$ cat src/rtl/divider_pkg.sv
// Shared definitions for the signed restoring divider: default width,
// controller state encoding and iteration bookkeeping constants.
package divider_pkg;

  // Default operand/result width; also the number of shift-subtract
  // iterations a full-width division takes.
  localparam int WIDTH_DEFAULT = 32;
  localparam int ITER_COUNT    = WIDTH_DEFAULT;

  // Width of the iteration counter (enough for widths up to 63).
  localparam int CNT_W = 6;

  typedef enum logic [1:0] {
    IDLE = 2'd0,
    RUN  = 2'd1,
    FIX  = 2'd2
  } state_t;

endpackage

$ cat src/rtl/divider_div_step.sv
// One radix-2 restoring iteration on unsigned magnitudes. The working
// register holds the partial remainder in the upper half and the
// dividend/quotient bits in the lower half.
module div_step #(
  parameter int WIDTH = 32
) (
  input  logic [2*WIDTH-1:0] work,
  input  logic [WIDTH-1:0]   divisor_mag,
  output logic [2*WIDTH-1:0] work_next
);

  // The partial remainder after the shift needs one extra bit: with a
  // divisor magnitude above 2^(WIDTH-1) the shifted value can exceed WIDTH bits.
  logic [WIDTH:0] trial;
  logic [WIDTH:0] diff;
  logic           q_bit;

  // Shift left, trial-subtract, restore on borrow, quotient bit into LSB.
  always_comb begin
    trial     = work[2*WIDTH-1:WIDTH-1];
    diff      = trial - {1'b0, divisor_mag};
    q_bit     = (trial >= {1'b0, divisor_mag});
    work_next = {2*WIDTH{1'b0}};
    if (q_bit) begin
      work_next[2*WIDTH-1:WIDTH] = diff[WIDTH-1:0];
    end else begin
      work_next[2*WIDTH-1:WIDTH] = trial[WIDTH-1:0];
    end
    work_next[WIDTH-1:0] = {work[WIDTH-2:0], q_bit};
  end

endmodule

$ cat src/rtl/divider.sv
// Signed multicycle divider: magnitudes are divided one bit per clock by
// div_step, then signs are applied in a single fix-up cycle. Quotient
// truncates toward zero and the remainder takes the sign of the dividend.
module divider
  import divider_pkg::*;
#(
  parameter int WIDTH = WIDTH_DEFAULT
) (
  input  logic             clk,
  input  logic             reset_n,
  input  logic             start,
  input  logic [WIDTH-1:0] dividend,
  input  logic [WIDTH-1:0] divisor,
  output logic [WIDTH-1:0] quotient,
  output logic [WIDTH-1:0] remainder,
  output logic             busy,
  output logic             done,
  output logic             div_by_zero
);

  localparam logic [CNT_W-1:0] LAST_ITER = CNT_W'(WIDTH - 1);

  state_t             state_reg;
  state_t             state_next;
  logic [CNT_W-1:0]   count_reg;
  logic [2*WIDTH-1:0] work_reg;
  logic [2*WIDTH-1:0] work_step;
  logic [WIDTH-1:0]   dmag_reg;
  logic               dvd_neg_reg;
  logic               dvs_neg_reg;
  logic               dz_reg;

  logic [WIDTH-1:0]   dividend_mag;
  logic [WIDTH-1:0]   divisor_mag;
  logic [WIDTH-1:0]   low_half;
  logic [WIDTH-1:0]   high_half;
  logic [WIDTH-1:0]   rem_src;

  // Operand magnitudes; the most-negative value maps to 2^(WIDTH-1),
  // which is still representable as an unsigned magnitude.
  always_comb begin
    dividend_mag = dividend[WIDTH-1] ? (~dividend + 1'b1) : dividend;
    divisor_mag  = divisor[WIDTH-1]  ? (~divisor + 1'b1)  : divisor;
    low_half     = work_reg[WIDTH-1:0];
    high_half    = work_reg[2*WIDTH-1:WIDTH];
    // A zero divisor skips every iteration, so the untouched low half
    // still holds |dividend| and becomes the remainder magnitude.
    rem_src      = dz_reg ? low_half : high_half;
  end

  div_step #(
    .WIDTH(WIDTH)
  ) u_step (
    .work       (work_reg),
    .divisor_mag(dmag_reg),
    .work_next  (work_step)
  );

  // Controller state register.
  always_ff @(posedge clk or negedge reset_n) begin
    if (!reset_n) begin
      state_reg <= IDLE;
    end else begin
      state_reg <= state_next;
    end
  end

  // Next-state logic; a zero divisor bypasses RUN entirely.
  always_comb begin
    state_next = state_reg;
    busy       = (state_reg != IDLE);
    case (state_reg)
      IDLE: begin
        if (start) begin
          state_next = (divisor == '0) ? FIX : RUN;
        end
      end
      RUN: begin
        if (count_reg == LAST_ITER) begin
          state_next = FIX;
        end
      end
      FIX:     state_next = IDLE;
      default: state_next = IDLE;
    endcase
  end

  // Datapath: operand capture, iteration, and result fix-up with done pulse.
  always_ff @(posedge clk or negedge reset_n) begin
    if (!reset_n) begin
      count_reg   <= '0;
      work_reg    <= '0;
      dmag_reg    <= '0;
      dvd_neg_reg <= 1'b0;
      dvs_neg_reg <= 1'b0;
      dz_reg      <= 1'b0;
      quotient    <= '0;
      remainder   <= '0;
      done        <= 1'b0;
      div_by_zero <= 1'b0;
    end else begin
      done <= 1'b0;
      case (state_reg)
        IDLE: begin
          if (start) begin
            work_reg    <= {{WIDTH{1'b0}}, dividend_mag};
            dmag_reg    <= divisor_mag;
            dvd_neg_reg <= dividend[WIDTH-1];
            dvs_neg_reg <= divisor[WIDTH-1];
            dz_reg      <= (divisor == '0);
            count_reg   <= '0;
            if (divisor != '0) begin
              div_by_zero <= 1'b0;
            end
          end
        end
        RUN: begin
          work_reg  <= work_step;
          count_reg <= count_reg + 1'b1;
        end
        FIX: begin
          if (dz_reg) begin
            quotient <= '1;
          end else if (dvd_neg_reg ^ dvs_neg_reg) begin
            quotient <= ~low_half + 1'b1;
          end else begin
            quotient <= low_half;
          end
          remainder   <= dvd_neg_reg ? (~rem_src + 1'b1) : rem_src;
          div_by_zero <= dz_reg;
          done        <= 1'b1;
        end
        default: ;
      endcase
    end
  end

endmodule

$ cat config.mk
export PLATFORM = sky130hd
export DESIGN_NAME = divider
export DESIGN_NICKNAME = d
export VERILOG_FILES = /design/src/rtl/divider_pkg.sv /design/src/rtl/divider_div_step.sv /design/src/rtl/divider.sv
export SDC_FILE = /design/constraint.sdc
export NUM_CORES = 1
export LEC_CHECK = 0
export ABC_AREA = 0
export CAP_MARGIN = 25
export CORE_UTILIZATION = 45
export DETAILED_ROUTE_END_ITERATION = 6
export PLACE_DENSITY = 0.66
export SLEW_MARGIN = 0
export SYNTH_ARGS = -nofsm -noshare
export SYNTH_HDL_FRONTEND = slang
export SYNTH_SLANG_ARGS = --single-unit
$ cat constraint.sdc
create_clock -name clk -period 5.3 [get_ports clk]
set_input_delay 1.06 -clock clk [delete_from_list [all_inputs] [get_ports clk]]
set_output_delay 1.06 -clock clk [all_outputs]
set_load 0.005 [all_outputs]
==> results.cfg, run 1 <==
[critical_path]
crit_path_end_kind = register
startpoint = work_reg[43]
start_kind = register
r2r-end = work_reg[51]
critPathMaxFanout = 16
crit_type = register to register
crit_arrival_ns = 4.54
cp.required_ns = 5.61
r2r_start = work_reg[43]
r2r_slack_ns = 1.07
endpoint = work_reg[51]
rr_worst_depth = 10

[finish]
mostFrequentLayoutCell = nand2_1
final_cell_mix = 177 x nand2_1, 172 x dfrtp_1, 169 x o21ai_0
largest_reg_flops = 64
fin_cells = 1810
area_delta_synth_final_pct = 18.6
fin_nets = 1572
utilization_pct = 54.4
final_layout_size_suffix_gt1_share_pct = 4.53
final_cell_area_um2 = 13700
num_antenna_cells = 0

[floorplanning]
rows = 58
coreArea_um2 = 25200
fp.dieW_um = 162
boundaryPins = 134
fp.dieArea_um2 = 26300
dieHeight_um = 162
start_util_pct = 45.9

[power_and_ir_drop]
pwr-share-seq_pct = 29.3
p_clk_share_pct = 14.6
cellInternalPower_mw = 4.49
cellPowerDensity_nw_per_um2 = 628
switching_share_pct = 47.9
total_power_mw = 8.60
switching_power_mw = 4.12
leakagePower_nw = 5.72
comb_power_share_pct = 56.1
ir_drop_uv = 264

[clock_tree]
cts_htree_levels = 4
cts_made_buffers = 17
cts_sinks = 173
ctsHoldBuffers = 0
clkTransAtPathRegs_ns = 0.07
ctsResizeCount = 0
cts_buffer_depth = 2
cts_tree = yes
postCtsSetupBuffers = 0
clock_latency_ns = 0.44
clock-root-buffer = clkbuf_16

[timing]
rsz0062_at_grt = false
fin_setup_tns_ns = 0
max_freq_ghz = 0.236
worst_pin_slew_ns = 1.13
timing.hold.ws_ns = 0.478
setup_viol = 0
maxSlewViolCount = 0
finalCritPeriodShare_pct = 79.8
slew_headroom_pct = 24.5
hold_viol_final = 0
min_period_ns = 4.23
fin_ws_ns = 1.07
skew_ns = 0.0141

[detailed_routing]
dr_total_vias = 10400
first_pass_iters = 5
drt_wl_total_um = 32400
drc = 0
via_per_inst = 5.74
drtIter0Drc = 994
antenna_left = 0
wl_per_cell_um = 17.9

[run]
maxCapViolations = 0

[synth]
synth.top_cell.area_share_pct = 37.5
avgSynthCellArea_um2 = 8.33
syn_nets = 1492
synth.ff_latch_count = 173
ys_types = 65
postSynthCellCount = 1387
synth_async_sr_flop_share_pct = 100
yosys_warnings = 0
syn_area_um2 = 11600
seq_area_frac_synth_pct = 37.5
synth_area_leader_cell = dfrtp_1
synth_flop_cell = dfrtp_1
synth_edf_count = 0
ys_top_cells_by_area = dfrtp_1 37%, o21ai_0 7.3%, nand2_1 5.8%

[placement]
place_inst = 1777
place_ws_ns = 0.826
hpwl_um = 24300
port_buffers = 133
gp_congestion = 0.913
post_dp_cell_area_um2 = 13100

[worst_hold_path]
min_path_type = register to register
hp-start = remainder[28]

[status]
outcome = complete, no violations

[global_routing]
grt_pass1_vias = 9629
grt_usage_pct = 25.2
grt_overflow = 0
antenna_found_initial = 0
grt_first_pass_wirelength_um = 52100
grt_max_degree = 93
==> power groups by stage <==
stage          sequential, mW  combinational (mW)  clock (mW)
2_1_floorplan            2.05                3.84           0
3_3_place_gp             2.48                4.68           0
3_5_place_dp             2.50                4.75           0
4_1_cts                  2.47                4.79        1.28
5_1_grt                  2.54                5.41        1.34
6_report                 2.52                4.83        1.26
==> cells by family after synthesis <==
group | count (synthesis) | share of synthesized area [%]
and+or+nand+nor | 393 | 15.5
adders and majority gates | 38 | 4.18
DFF | 173 | 37.5
muxes | 49 | 4.26
buffers and inverters | 146 | 4.82
xor gates and xnor gates | 144 | 10.9
AOI/OAI and AO/OA | 444 | 22.9
==> per-layer routing <==
layer  track usage, %  vias to the layer above  wire [um]
li1                 -                     5096          -
met1             37.4                     4895      15600
met2             37.5                      340      14100
met3             3.35                       55       1950
met4             8.58                        0        834
met5                0                        -          0
==> critical path: stages (launching register included) <==
cell      delay [ns]
dfrtp_1         0.47
ha_1            0.39
a211o_1         0.32
a311o_1         0.37
a32oi_1         0.28
a21boi_0        0.19
o311ai_1        0.63
buf_4           0.28
nand2_1         0.50
nand2_1         0.51
o21ai_0         0.15
==> area by class of cell <==
class                      count  area (um^2)
sequential                   173         4330
tap                          330          413
multi-input combinational   1068         6690
clock buffer                  18          439
inverter                      57          214
timing repair buffer         150         1480
fill                        2386        11500
clock inverter                14          145
==> cell usage after synthesis (all sizes together) (22+ instances only) <==
library cell  number
nand2            178
dfrtp            173
o21ai            173
a21oi            106
nor2              89
clkbuf            77
xor2              74
xnor2             70
inv               56
mux2i             48
ha                37
o22ai             37
nor3              30
o31ai             26
a21o              22
==> worst min-delay path by stage <==
stage | end | slack [ns] | cells past startpoint
after detailed placement | dmag_reg[22] | 0.47 | 2
final | remainder[28] | 0.48 | 2
after CTS | remainder[4] | 0.49 | 2
after global routing | dmag_reg[17] | 0.51 | 2
after floorplan | dmag_reg[10] | 0.45 | 2
after global placement | remainder[23] | 0.46 | 2
Power figures use the tool's default switching activity.
==> run 2: changes to the inputs <==
--- a/config.mk
+++ b/config.mk
@@ -9,7 +9,7 @@
 export CAP_MARGIN = 25
 export CORE_UTILIZATION = 45
 export DETAILED_ROUTE_END_ITERATION = 6
-export PLACE_DENSITY = 0.66
+export PLACE_DENSITY = 0.69
 export SLEW_MARGIN = 0
 export SYNTH_ARGS = -nofsm -noshare
 export SYNTH_HDL_FRONTEND = slang
==> constraint.sdc (replaced) <==
create_clock -name clk -period 3.8 [get_ports clk]
set_input_delay 0.76 -clock clk [delete_from_list [all_inputs] [get_ports clk]]
set_output_delay 0.76 -clock clk [all_outputs]
set_load 0.005 [all_outputs]
==> run 2 against run 1 <==
- final cell count up 2.1%
- setup slack worse by 0.88 ns
- sequential power up 37%
- register-to-register slack worse by 0.69 ns
- critical path depth down 1
- clock skew up 0.0026 ns
- sequential share of layout area down 0.69 points
==> results.cfg, run 2 (synthesis gave the netlist of run 1 again) <==
[floorplanning]
start_util_pct = 45.9
fp.dieW_um = 162
rows = 58
dieHeight_um = 162
coreArea_um2 = 25200
boundaryPins = 134
fp.dieArea_um2 = 26300

[finish]
fin_cells = 1848
fill_cells = 2313
multi_input_area_um2 = 6700
final_cell_mix = 177 x nand2_1, 172 x dfrtp_1, 169 x o21ai_0
regArea_um2 = 4330
mostFrequentLayoutCell = nand2_1
utilization_pct = 55.6
largest_reg_flops = 64
area_delta_synth_final_pct = 21.3
final_layout_size_suffix_gt1_share_pct = 6.98
fin_nets = 1610
num_antenna_cells = 0

[timing]
finalCritPeriodShare_pct = 95.1
maxSlewViolCount = 0
hold_viol_final = 0
max_freq_ghz = 0.277
slew_headroom_pct = 29.3
timing.hold.ws_ns = 0.299
rsz0062_at_grt = false
worst_pin_slew_ns = 1.06
min_period_ns = 3.61
setup_viol = 0
skew_ns = 0.0167

[global_routing]
grt_max_degree = 74
grt_pass1_vias = 9927
grt_overflow = 0
antenna_found_initial = 0
grt_first_pass_wirelength_um = 53400
grt_usage_pct = 25.7

[clock_tree]
postCtsSetupBuffers = 0
cts_sinks = 173
clock-root-buffer = clkbuf_16
cts_htree_levels = 4
cts_tree = yes
clock_latency_ns = 0.45
cts_made_buffers = 17
clkTransAtPathRegs_ns = 0.08
cts_buffer_depth = 2

[detailed_routing]
first_pass_iters = 5
via_per_inst = 5.71
dr_total_vias = 10500
drt_wl_total_um = 32900
drc = 0
drtIter0Drc = 872
antenna_left = 0
wl_per_cell_um = 17.8

[power_and_ir_drop]
p_clk_share_pct = 14.6
cellPowerDensity_nw_per_um2 = 873
switching_share_pct = 47.6
pwr-share-seq_pct = 28.2
total_power_mw = 12.2
cellInternalPower_mw = 6.41
ir_drop_uv = 397
leakagePower_nw = 5.90
comb_power_share_pct = 57.1
switching_power_mw = 5.83

[critical_path]
crit_type = input port to register
cp.required_ns = 4.12
critPathMaxFanout = 9
crit_path_end_kind = register
start_kind = input port
slowest_stage = or4_1
r2r_slack_ns = 0.38
crit_chain = clkdlybuf4s50_1, or4_1, or3_1, or3_1, or4_1, nand2b_1, o41ai_1, xor2_1, o21ai_1
crit_arrival_ns = 3.93
rr_worst_depth = 11
cpPeakStageDelay_ns = 0.55

[run]
maxCapViolations = 0

[placement]
gp_congestion = 0.943
hpwl_um = 25000
port_buffers = 133
place_inst = 1815

[worst_hold_path]
min_path_type = input port to asynchronous set/reset pin

[status]
outcome = complete, no violations
==> run 2: worst paths after layout <==
check | from | to
setup / recovery | divisor[3] | dmag_reg[30]
hold / removal | reset_n | done
setup reg to reg | work_reg[43] | work_reg[58]
hold reg to reg | dmag_reg[17] | dmag_reg[17]
max in group asynchronous | reset_n | work_reg[37]
min in group clk | dmag_reg[17] | dmag_reg[17]
==> run 2: worst max-delay path, delay by kind of cell <==
kind,cells,cell delay [ns]
AO/OA/AOI/OAI,2,0.51
XOR/XNOR,1,0.17
buffers and inverters,1,0.43
AND/OR/NAND/NOR,5,2.05
==> run 2: timing repair <==
item | 4_1_cts | 5_1_grt
resized for setup | 0 | 1
endpoints found under the setup margin | 0 | 1
hold buffers | 0 | 0
==> run 2: cell type report <==
class / count / area share, %
Multi-Input combinational cell: 1068 / 47.8
Tap cell: 330 / 2.95
Sequential cell: 173 / 30.9
Clock inverter: 14 / 1.23
Inverter: 57 / 1.53
Clock buffer: 18 / 3.06
Timing Repair Buffer: 188 / 12.5
==> run 2: power groups by stage <==
| stage | Sequential (mW) | Combinational (mW) | Clock, mW |
|---|---|---|---|
| after detailed placement | 3.43 | 6.83 | 0 |
| after global placement | 3.40 | 6.72 | 0 |
| final | 3.45 | 6.99 | 1.79 |
| after floorplan | 2.87 | 5.36 | 0 |
| after global routing | 3.50 | 7.80 | 1.88 |
| after CTS | 3.39 | 6.90 | 1.80 |
==> run 2: metrics by stage <==
step                setup TNS [ns]  instance area, um^2  setup slack [ns]
finish                           0                14000             0.186
global placement             -1.75                13400            -0.231
floorplan                        0                11600             0.132
detailed placement           -3.19                13400            -0.296
global route                     0                14000           0.00927
CTS                              0                14000             0.160
==> run 2: layer usage <==
metal	up-vias	global-route usage, %	share of wire, %
met3	67	3.86	6.9
li1	5167	-	-
met1	4917	37.1	46
met5	-	0	0
met2	397	38.8	44
met4	0	9.26	2.8
==> run 3: changes to the inputs <==
--- a/config.mk
+++ b/config.mk
@@ -5,7 +5,6 @@
 export SDC_FILE = /design/constraint.sdc
 export NUM_CORES = 1
 export LEC_CHECK = 0
-export ABC_AREA = 0
 export CAP_MARGIN = 25
 export CORE_UTILIZATION = 45
 export DETAILED_ROUTE_END_ITERATION = 6
==> results of run 3 <==
The final DEF is identical to that of run 2; final timing and power are the same.
